### src/rtl/wb_rf_arbiter_if.sv
// Request/response bundle between the ALU/cache writeback stages and the RF write-port arbiter.
// master = requesters + flush source; slave = arbiter.
interface wb_rf_arbiter_if #(
  parameter int DATA_W  = 32,
  parameter int ADDR_W  = 5,
  parameter int PC_W    = 32,
  parameter int XADDR_W = 32
);
  logic               alu_valid;
  logic               alu_ready;
  logic               alu_write_rf;
  logic [ADDR_W-1:0]  alu_dest;
  logic [DATA_W-1:0]  alu_data;
  logic               alu_xcpt;
  logic [PC_W-1:0]    alu_pc;
  logic [XADDR_W-1:0] alu_xcpt_addr;

  logic               cache_valid;
  logic               cache_ready;
  logic               cache_write_rf;
  logic [ADDR_W-1:0]  cache_dest;
  logic [DATA_W-1:0]  cache_data;
  logic               cache_xcpt;
  logic [PC_W-1:0]    cache_pc;
  logic [XADDR_W-1:0] cache_xcpt_addr;

  logic               flush;

  logic               req_to_RF_writeEn;
  logic [ADDR_W-1:0]  req_to_RF_dest;
  logic [DATA_W-1:0]  req_to_RF_data;
  logic               xcpt_valid;
  logic [PC_W-1:0]    rmPC;
  logic [XADDR_W-1:0] rmAddr;
  logic               xcpt_hold;

  modport master (
    output alu_valid, alu_write_rf, alu_dest, alu_data, alu_xcpt, alu_pc, alu_xcpt_addr,
    output cache_valid, cache_write_rf, cache_dest, cache_data, cache_xcpt, cache_pc,
           cache_xcpt_addr,
    output flush,
    input  alu_ready, cache_ready,
    input  req_to_RF_writeEn, req_to_RF_dest, req_to_RF_data, xcpt_valid, rmPC, rmAddr,
           xcpt_hold
  );

  modport slave (
    input  alu_valid, alu_write_rf, alu_dest, alu_data, alu_xcpt, alu_pc, alu_xcpt_addr,
    input  cache_valid, cache_write_rf, cache_dest, cache_data, cache_xcpt, cache_pc,
           cache_xcpt_addr,
    input  flush,
    output alu_ready, cache_ready,
    output req_to_RF_writeEn, req_to_RF_dest, req_to_RF_data, xcpt_valid, rmPC, rmAddr,
           xcpt_hold
  );
endinterface

### src/rtl/wb_rf_arbiter.sv
// Writeback arbiter: round-robin share of the RF write port between ALU and cache stages,
// registering the winner and reporting exceptions, then holding until flush.
module wb_rf_arbiter #(
  parameter int DATA_W  = 32,
  parameter int ADDR_W  = 5,
  parameter int PC_W    = 32,
  parameter int XADDR_W = 32
) (
  input logic             clock,
  input logic             reset,
  wb_rf_arbiter_if.slave  bus
);
  typedef enum logic {RUN, HOLD} state_e;
  typedef enum logic {RR_ALU, RR_CACHE} rr_e;

  state_e state_q, state_d;
  rr_e    rr_q, rr_d;

  logic               we_q, we_d;
  logic [ADDR_W-1:0]  dest_q, dest_d;
  logic [DATA_W-1:0]  data_q, data_d;
  logic               xv_q, xv_d;
  logic [PC_W-1:0]    rmpc_q, rmpc_d;
  logic [XADDR_W-1:0] rmaddr_q, rmaddr_d;

  logic               grant_alu, grant_cache, accept;
  logic               sel_write_rf, sel_xcpt;
  logic [ADDR_W-1:0]  sel_dest;
  logic [DATA_W-1:0]  sel_data;
  logic [PC_W-1:0]    sel_pc;
  logic [XADDR_W-1:0] sel_xaddr;

  always_comb begin
    grant_alu   = 1'b0;
    grant_cache = 1'b0;
    // Nothing is granted while holding or while a flush is in flight.
    if (state_q == RUN && !bus.flush) begin
      if (bus.alu_valid && (!bus.cache_valid || rr_q == RR_ALU)) grant_alu = 1'b1;
      else if (bus.cache_valid)                                  grant_cache = 1'b1;
    end
    accept = grant_alu | grant_cache;

    sel_write_rf = grant_cache ? bus.cache_write_rf  : bus.alu_write_rf;
    sel_xcpt     = grant_cache ? bus.cache_xcpt      : bus.alu_xcpt;
    sel_dest     = grant_cache ? bus.cache_dest      : bus.alu_dest;
    sel_data     = grant_cache ? bus.cache_data      : bus.alu_data;
    sel_pc       = grant_cache ? bus.cache_pc        : bus.alu_pc;
    sel_xaddr    = grant_cache ? bus.cache_xcpt_addr : bus.alu_xcpt_addr;

    state_d  = state_q;
    rr_d     = rr_q;
    we_d     = 1'b0;
    dest_d   = dest_q;
    data_d   = data_q;
    xv_d     = 1'b0;
    rmpc_d   = rmpc_q;
    rmaddr_d = rmaddr_q;

    if (grant_alu)   rr_d = RR_CACHE;
    if (grant_cache) rr_d = RR_ALU;

    if (accept && sel_xcpt) begin
      xv_d     = 1'b1;
      rmpc_d   = sel_pc;
      rmaddr_d = sel_xaddr;
      state_d  = HOLD;
    end else if (accept && sel_write_rf) begin
      we_d   = 1'b1;
      dest_d = sel_dest;
      data_d = sel_data;
    end

    if (state_q == HOLD && bus.flush) state_d = RUN;
  end

  always_ff @(posedge clock) begin
    if (!reset) begin
      state_q  <= RUN;
      rr_q     <= RR_ALU;
      we_q     <= 1'b0;
      dest_q   <= '0;
      data_q   <= '0;
      xv_q     <= 1'b0;
      rmpc_q   <= '0;
      rmaddr_q <= '0;
    end else begin
      state_q  <= state_d;
      rr_q     <= rr_d;
      we_q     <= we_d;
      dest_q   <= dest_d;
      data_q   <= data_d;
      xv_q     <= xv_d;
      rmpc_q   <= rmpc_d;
      rmaddr_q <= rmaddr_d;
    end
  end

  assign bus.alu_ready         = grant_alu;
  assign bus.cache_ready       = grant_cache;
  assign bus.req_to_RF_writeEn = we_q;
  assign bus.req_to_RF_dest    = dest_q;
  assign bus.req_to_RF_data    = data_q;
  assign bus.xcpt_valid        = xv_q;
  assign bus.rmPC              = rmpc_q;
  assign bus.rmAddr            = rmaddr_q;
  assign bus.xcpt_hold         = (state_q == HOLD);
endmodule

### src/flat_wrapper.sv
// flat-port wrapper written by rule: the top's interface ports become plain ports
module wb_rf_arbiter_flat 
#(
  parameter int DATA_W  = 32,
  parameter int ADDR_W  = 5,
  parameter int PC_W    = 32,
  parameter int XADDR_W = 32
)
  (clock, reset, bus_alu_valid, bus_alu_write_rf, bus_alu_dest, bus_alu_data, bus_alu_xcpt, bus_alu_pc, bus_alu_xcpt_addr, bus_cache_valid, bus_cache_write_rf, bus_cache_dest, bus_cache_data, bus_cache_xcpt, bus_cache_pc, bus_cache_xcpt_addr, bus_flush, bus_alu_ready, bus_cache_ready, bus_req_to_RF_writeEn, bus_req_to_RF_dest, bus_req_to_RF_data, bus_xcpt_valid, bus_rmPC, bus_rmAddr, bus_xcpt_hold);
  wb_rf_arbiter_if #(.DATA_W(DATA_W), .ADDR_W(ADDR_W), .PC_W(PC_W), .XADDR_W(XADDR_W)) bus_i ();
  input logic clock;
  input logic reset;
  input wire logic [$bits(bus_i.alu_valid)-1:0] bus_alu_valid;
  input wire logic [$bits(bus_i.alu_write_rf)-1:0] bus_alu_write_rf;
  input wire logic [$bits(bus_i.alu_dest)-1:0] bus_alu_dest;
  input wire logic [$bits(bus_i.alu_data)-1:0] bus_alu_data;
  input wire logic [$bits(bus_i.alu_xcpt)-1:0] bus_alu_xcpt;
  input wire logic [$bits(bus_i.alu_pc)-1:0] bus_alu_pc;
  input wire logic [$bits(bus_i.alu_xcpt_addr)-1:0] bus_alu_xcpt_addr;
  input wire logic [$bits(bus_i.cache_valid)-1:0] bus_cache_valid;
  input wire logic [$bits(bus_i.cache_write_rf)-1:0] bus_cache_write_rf;
  input wire logic [$bits(bus_i.cache_dest)-1:0] bus_cache_dest;
  input wire logic [$bits(bus_i.cache_data)-1:0] bus_cache_data;
  input wire logic [$bits(bus_i.cache_xcpt)-1:0] bus_cache_xcpt;
  input wire logic [$bits(bus_i.cache_pc)-1:0] bus_cache_pc;
  input wire logic [$bits(bus_i.cache_xcpt_addr)-1:0] bus_cache_xcpt_addr;
  input wire logic [$bits(bus_i.flush)-1:0] bus_flush;
  output wire logic [$bits(bus_i.alu_ready)-1:0] bus_alu_ready;
  output wire logic [$bits(bus_i.cache_ready)-1:0] bus_cache_ready;
  output wire logic [$bits(bus_i.req_to_RF_writeEn)-1:0] bus_req_to_RF_writeEn;
  output wire logic [$bits(bus_i.req_to_RF_dest)-1:0] bus_req_to_RF_dest;
  output wire logic [$bits(bus_i.req_to_RF_data)-1:0] bus_req_to_RF_data;
  output wire logic [$bits(bus_i.xcpt_valid)-1:0] bus_xcpt_valid;
  output wire logic [$bits(bus_i.rmPC)-1:0] bus_rmPC;
  output wire logic [$bits(bus_i.rmAddr)-1:0] bus_rmAddr;
  output wire logic [$bits(bus_i.xcpt_hold)-1:0] bus_xcpt_hold;
  assign bus_i.alu_valid = bus_alu_valid;
  assign bus_i.alu_write_rf = bus_alu_write_rf;
  assign bus_i.alu_dest = bus_alu_dest;
  assign bus_i.alu_data = bus_alu_data;
  assign bus_i.alu_xcpt = bus_alu_xcpt;
  assign bus_i.alu_pc = bus_alu_pc;
  assign bus_i.alu_xcpt_addr = bus_alu_xcpt_addr;
  assign bus_i.cache_valid = bus_cache_valid;
  assign bus_i.cache_write_rf = bus_cache_write_rf;
  assign bus_i.cache_dest = bus_cache_dest;
  assign bus_i.cache_data = bus_cache_data;
  assign bus_i.cache_xcpt = bus_cache_xcpt;
  assign bus_i.cache_pc = bus_cache_pc;
  assign bus_i.cache_xcpt_addr = bus_cache_xcpt_addr;
  assign bus_i.flush = bus_flush;
  assign bus_alu_ready = bus_i.alu_ready;
  assign bus_cache_ready = bus_i.cache_ready;
  assign bus_req_to_RF_writeEn = bus_i.req_to_RF_writeEn;
  assign bus_req_to_RF_dest = bus_i.req_to_RF_dest;
  assign bus_req_to_RF_data = bus_i.req_to_RF_data;
  assign bus_xcpt_valid = bus_i.xcpt_valid;
  assign bus_rmPC = bus_i.rmPC;
  assign bus_rmAddr = bus_i.rmAddr;
  assign bus_xcpt_hold = bus_i.xcpt_hold;
  wb_rf_arbiter #(.DATA_W(DATA_W), .ADDR_W(ADDR_W), .PC_W(PC_W), .XADDR_W(XADDR_W)) u_core (.clock(clock), .reset(reset), .bus(bus_i));
endmodule
### config.mk
export PLATFORM = sky130hd
export DESIGN_NAME = wb_rf_arbiter_flat
export DESIGN_NICKNAME = d
export VERILOG_FILES = /design/src/rtl/wb_rf_arbiter_if.sv /design/src/rtl/wb_rf_arbiter.sv /design/src/flat_wrapper.sv
export SDC_FILE = /design/constraint.sdc
export NUM_CORES = 1
export LEC_CHECK = 0
export BUFFER_PORTS_ARGS = -buffer_cell sky130_fd_sc_hd__buf_2
export CAP_MARGIN = 10
export CORE_MARGIN = 1
export CORE_UTILIZATION = 30
export DETAILED_ROUTE_END_ITERATION = 16
export PLACE_DENSITY = 0.67
export SLEW_MARGIN = 0
export SYNTH_ARGS = -nofsm -noshare
export SYNTH_HDL_FRONTEND = slang
export SYNTH_SLANG_ARGS = --single-unit
### constraint.sdc
create_clock -name clock -period 2.1 [get_ports clock]
set_clock_uncertainty 0.05 [all_clocks]
set_input_delay 0.315 -clock clock [delete_from_list [all_inputs] [get_ports clock]]
set_output_delay 0.315 -clock clock [all_outputs]
set_load 0.01 [all_outputs]
==> flow_summary.ini <==
[timing]
post-route-period-util_pct = 94.04
hold_slack_ns = 0.1843
tightest_slew_ns = 0.4113
timing.final.crit_period_ns = 1.975
finalHoldViolCount = 0
slew_viol_final = 0
fmax_mhz = 506.4
rsz0062_at_grt = no
finalSetupViolations = 0
tns_ns = 0
relSlewSlack_pct = 72.58

[grt]
grt_pass1_vias = 4456
gr-total-overflow = 0
track_usage_pct = 17.32
antenna_found_initial = 2
grt_pass1_wl_um = 22770
grt_max_degree = 65

[worst_setup_path]
path_class = flop to output pin
cp_slowest_cell = dfxtp_1
crit_chain = nor3b_4 > buf_6 > nand2_4 > buf_16 > inv_1 > buf_2
cp_num_buf_inv = 4
cp_max_fo = 17
critical_path.max_stage_delay_ns = 0.38
startpoint_type = flop
end_kind = output pin
crit_family = buffers and inverters
worstPathRequired_ns = 1.74
cp_data_arrival_time_ns = 1.61

[clocking]
cts_root_buffer = clkbuf_16
htree_levels = 3
clk_pin_slew_ns = 0.07
cts_tree = done
clk_latency_ns = 0.34
clock-sinks = 105
hold_buffers = 0
cts_buffers = 9
clk_path_buf_depth = 2

[yosys]
synthCells = 491
synth_edf_count = 0
synthSimpleGateAreaFrac_pct = 9.855
synth-main-ff-cell = dfxtp_1
synth_compound_area_share_pct = 20.02
synth_area_leaders = dfxtp_1 43%, mux2i_1 13%, o2bb2ai_1 11%, mux2_4 5.8%, and2_1 4.7%
yosysTopAreaCell = dfxtp_1
ys_async_sr_fraction_pct = 0
synth_nets = 702
synthAdderAreaFrac_pct = 0
ys_types = 26
synth_seq_cells = 105
ys_warn_count = 0
syn-cell-area_sq_um = 4926
synthMuxAreaShare_pct = 22.91
syn_area_per_cell_sq_um = 10.03
synth_top_family_by_area = multiplexers
synth_xor_area_share_pct = 0
synth.top_cell.area_share_pct = 42.67
yosysSeqAreaShare_pct = 42.67

[job]
drv_cap = 0

[floorplan]
die_x_um = 130.1
row_count = 46
initial_core_util_pct = 30.90
core_area_sq_um = 15940
die_area_sq_um = 16940
die_h_um = 130.1
ioPinCount = 317

[cells_and_area]
layout-drive-gt1-share_pct = 49.94
fin_cells = 1015
final_area_sq_um = 7228
fin_util_pct = 45.34
fin_nets = 1003
area_growth_pct = 46.74

[detailed_routing]
vias = 4836
drc = 0
post_drt_wl_per_cell_um = 15.16
wl_um = 15390
drt_iter0_markers = 263
ant_nets = 0
drtPass1Iterations = 4
viasPerCell = 4.765

[placed_design]
place_inst = 992
dp_hpwl_um = 11040
gp_congestion = 0.8265
port_buffers = 316
placed_area_sq_um = 6779

[power]
power.leakage_nw = 3.862
peakVddDrop_mv = 0.3585
pwr_density_cell_nw_per_um2 = 664.3

[min_path]
hold_path.class = input port to flop

[status]
status = complete, no violations
-- cell usage after synthesis, drive strengths merged (2+ instances only) --
cell type / number
a21oi: 41
and2: 37
buf: 13
clkbuf: 35
dfxtp: 105
inv: 3
mux2: 37
mux2i: 64
nand2: 5
nand2b: 2
nand3: 38
o21ai: 37
o2bb2ai: 64
-- state kept, by name, summed over array words and instances, names as in the netlist --
| signal | flops |
|---|---|
| u_core.bus.req_to_RF_writeEn | 1 |
| u_core.bus.xcpt_hold | 1 |
| u_core.rr_q | 1 |
| u_core.bus.rmPC | 32 |
| u_core.bus.req_to_RF_dest | 5 |
| u_core.bus.xcpt_valid | 1 |
| u_core.bus.rmAddr | 32 |
| u_core.bus.req_to_RF_data | 32 |
-- cell type report --
| cell class | count | area [sq um] |
|---|---|---|
| Antenna cell | 2 | 5.005 |
| Clock buffer | 10 | 239.0 |
| Clock inverter | 6 | 65.06 |
| Fill cell | 1542 | 8715 |
| Inverter | 4 | 15.01 |
| Multi-Input combinational cell | 334 | 2641 |
| Sequential cell | 105 | 2102 |
| Tap cell | 216 | 270.3 |
| Timing Repair Buffer | 338 | 1891 |
-- cell usage in the layout (no fill, tap or decap), types with 2 or more instances in the layout --
cell       Yosys  final
a21oi_1       41     40
o2bb2ai_1     64     64
nand2_1        5      4
clkbuf_16      0      9
mux2_2        18     18
dfxtp_1      105    105
bufbuf_16      0      3
buf_2          5    316
inv_6          0      2
mux2_4        19     19
nand3_1       38     37
o21ai_0       37     37
clkinv_2       0      2
buf_12         0      3
inv_1          3      3
and2_1        37     37
mux2i_1       64     64
diode_2        0      2
buf_4          0     13
-- kinds of logic (layout without fill, tap and decap cells) --
family          count (synthesis)  in the layout
compound gates                146            146
buf+inv                        52            358
flops                         105            105
mux                           101            101
other cells                     0              2
simple gates                   87             87
-- worst paths after layout --
kind,start,endpoint,slack [ns],cells past startpoint
worst min-delay path,bus_cache_xcpt_addr[31],u_core.bus.rmAddr[31],0.18,3
worst max-delay path,u_core.bus.xcpt_hold,bus_cache_ready,0.13,6
worst max register to register,u_core.rr_q,u_core.bus.req_to_RF_data[28],0.16,5
worst min register to register,u_core.bus.rmPC[16],u_core.bus.rmPC[16],0.41,1
-- metrics by stage --
step	total power [mW]	setup slack (ns)
3_3_place_gp	3.073	0.06689
4_1_cts	4.855	0.03429
6_report	4.801	0.1252
2_1_floorplan	2.656	0.1699
5_1_grt	5.030	0.01964
3_5_place_dp	3.081	-0.03390
-- tightest hold or removal path: stages --
cell       delay (ns)
buf_2            0.07
mux2i_1          0.05
o2bb2ai_1        0.11
-- metal layers --
metal | vias up | global-route usage, % | part of all wire [%]
met5 | - | 0 | 0.065
met4 | 2 | 6.361 | 1.9
met3 | 25 | 3.895 | 5.1
met2 | 168 | 28.97 | 49
met1 | 2236 | 21.70 | 44
li1 | 2405 | - | -
-- what timing repair did --
item / CTS / global route
setup endpoints to repair: 1 / 1
gates resized for setup: 3 / 1
pin swaps: 1 / 0
gates cloned: 3 / 0
setup buffers: 1 / 0
-- power by group --
| part | internal [mW] | switching, mW | total, mW |
|---|---|---|---|
| Sequential | 2.10 | 0.0505 | 2.15 |
| Combinational | 0.475 | 0.458 | 0.933 |
| Clock | 0.962 | 0.760 | 1.72 |
(Power assumes the default switching activity.)
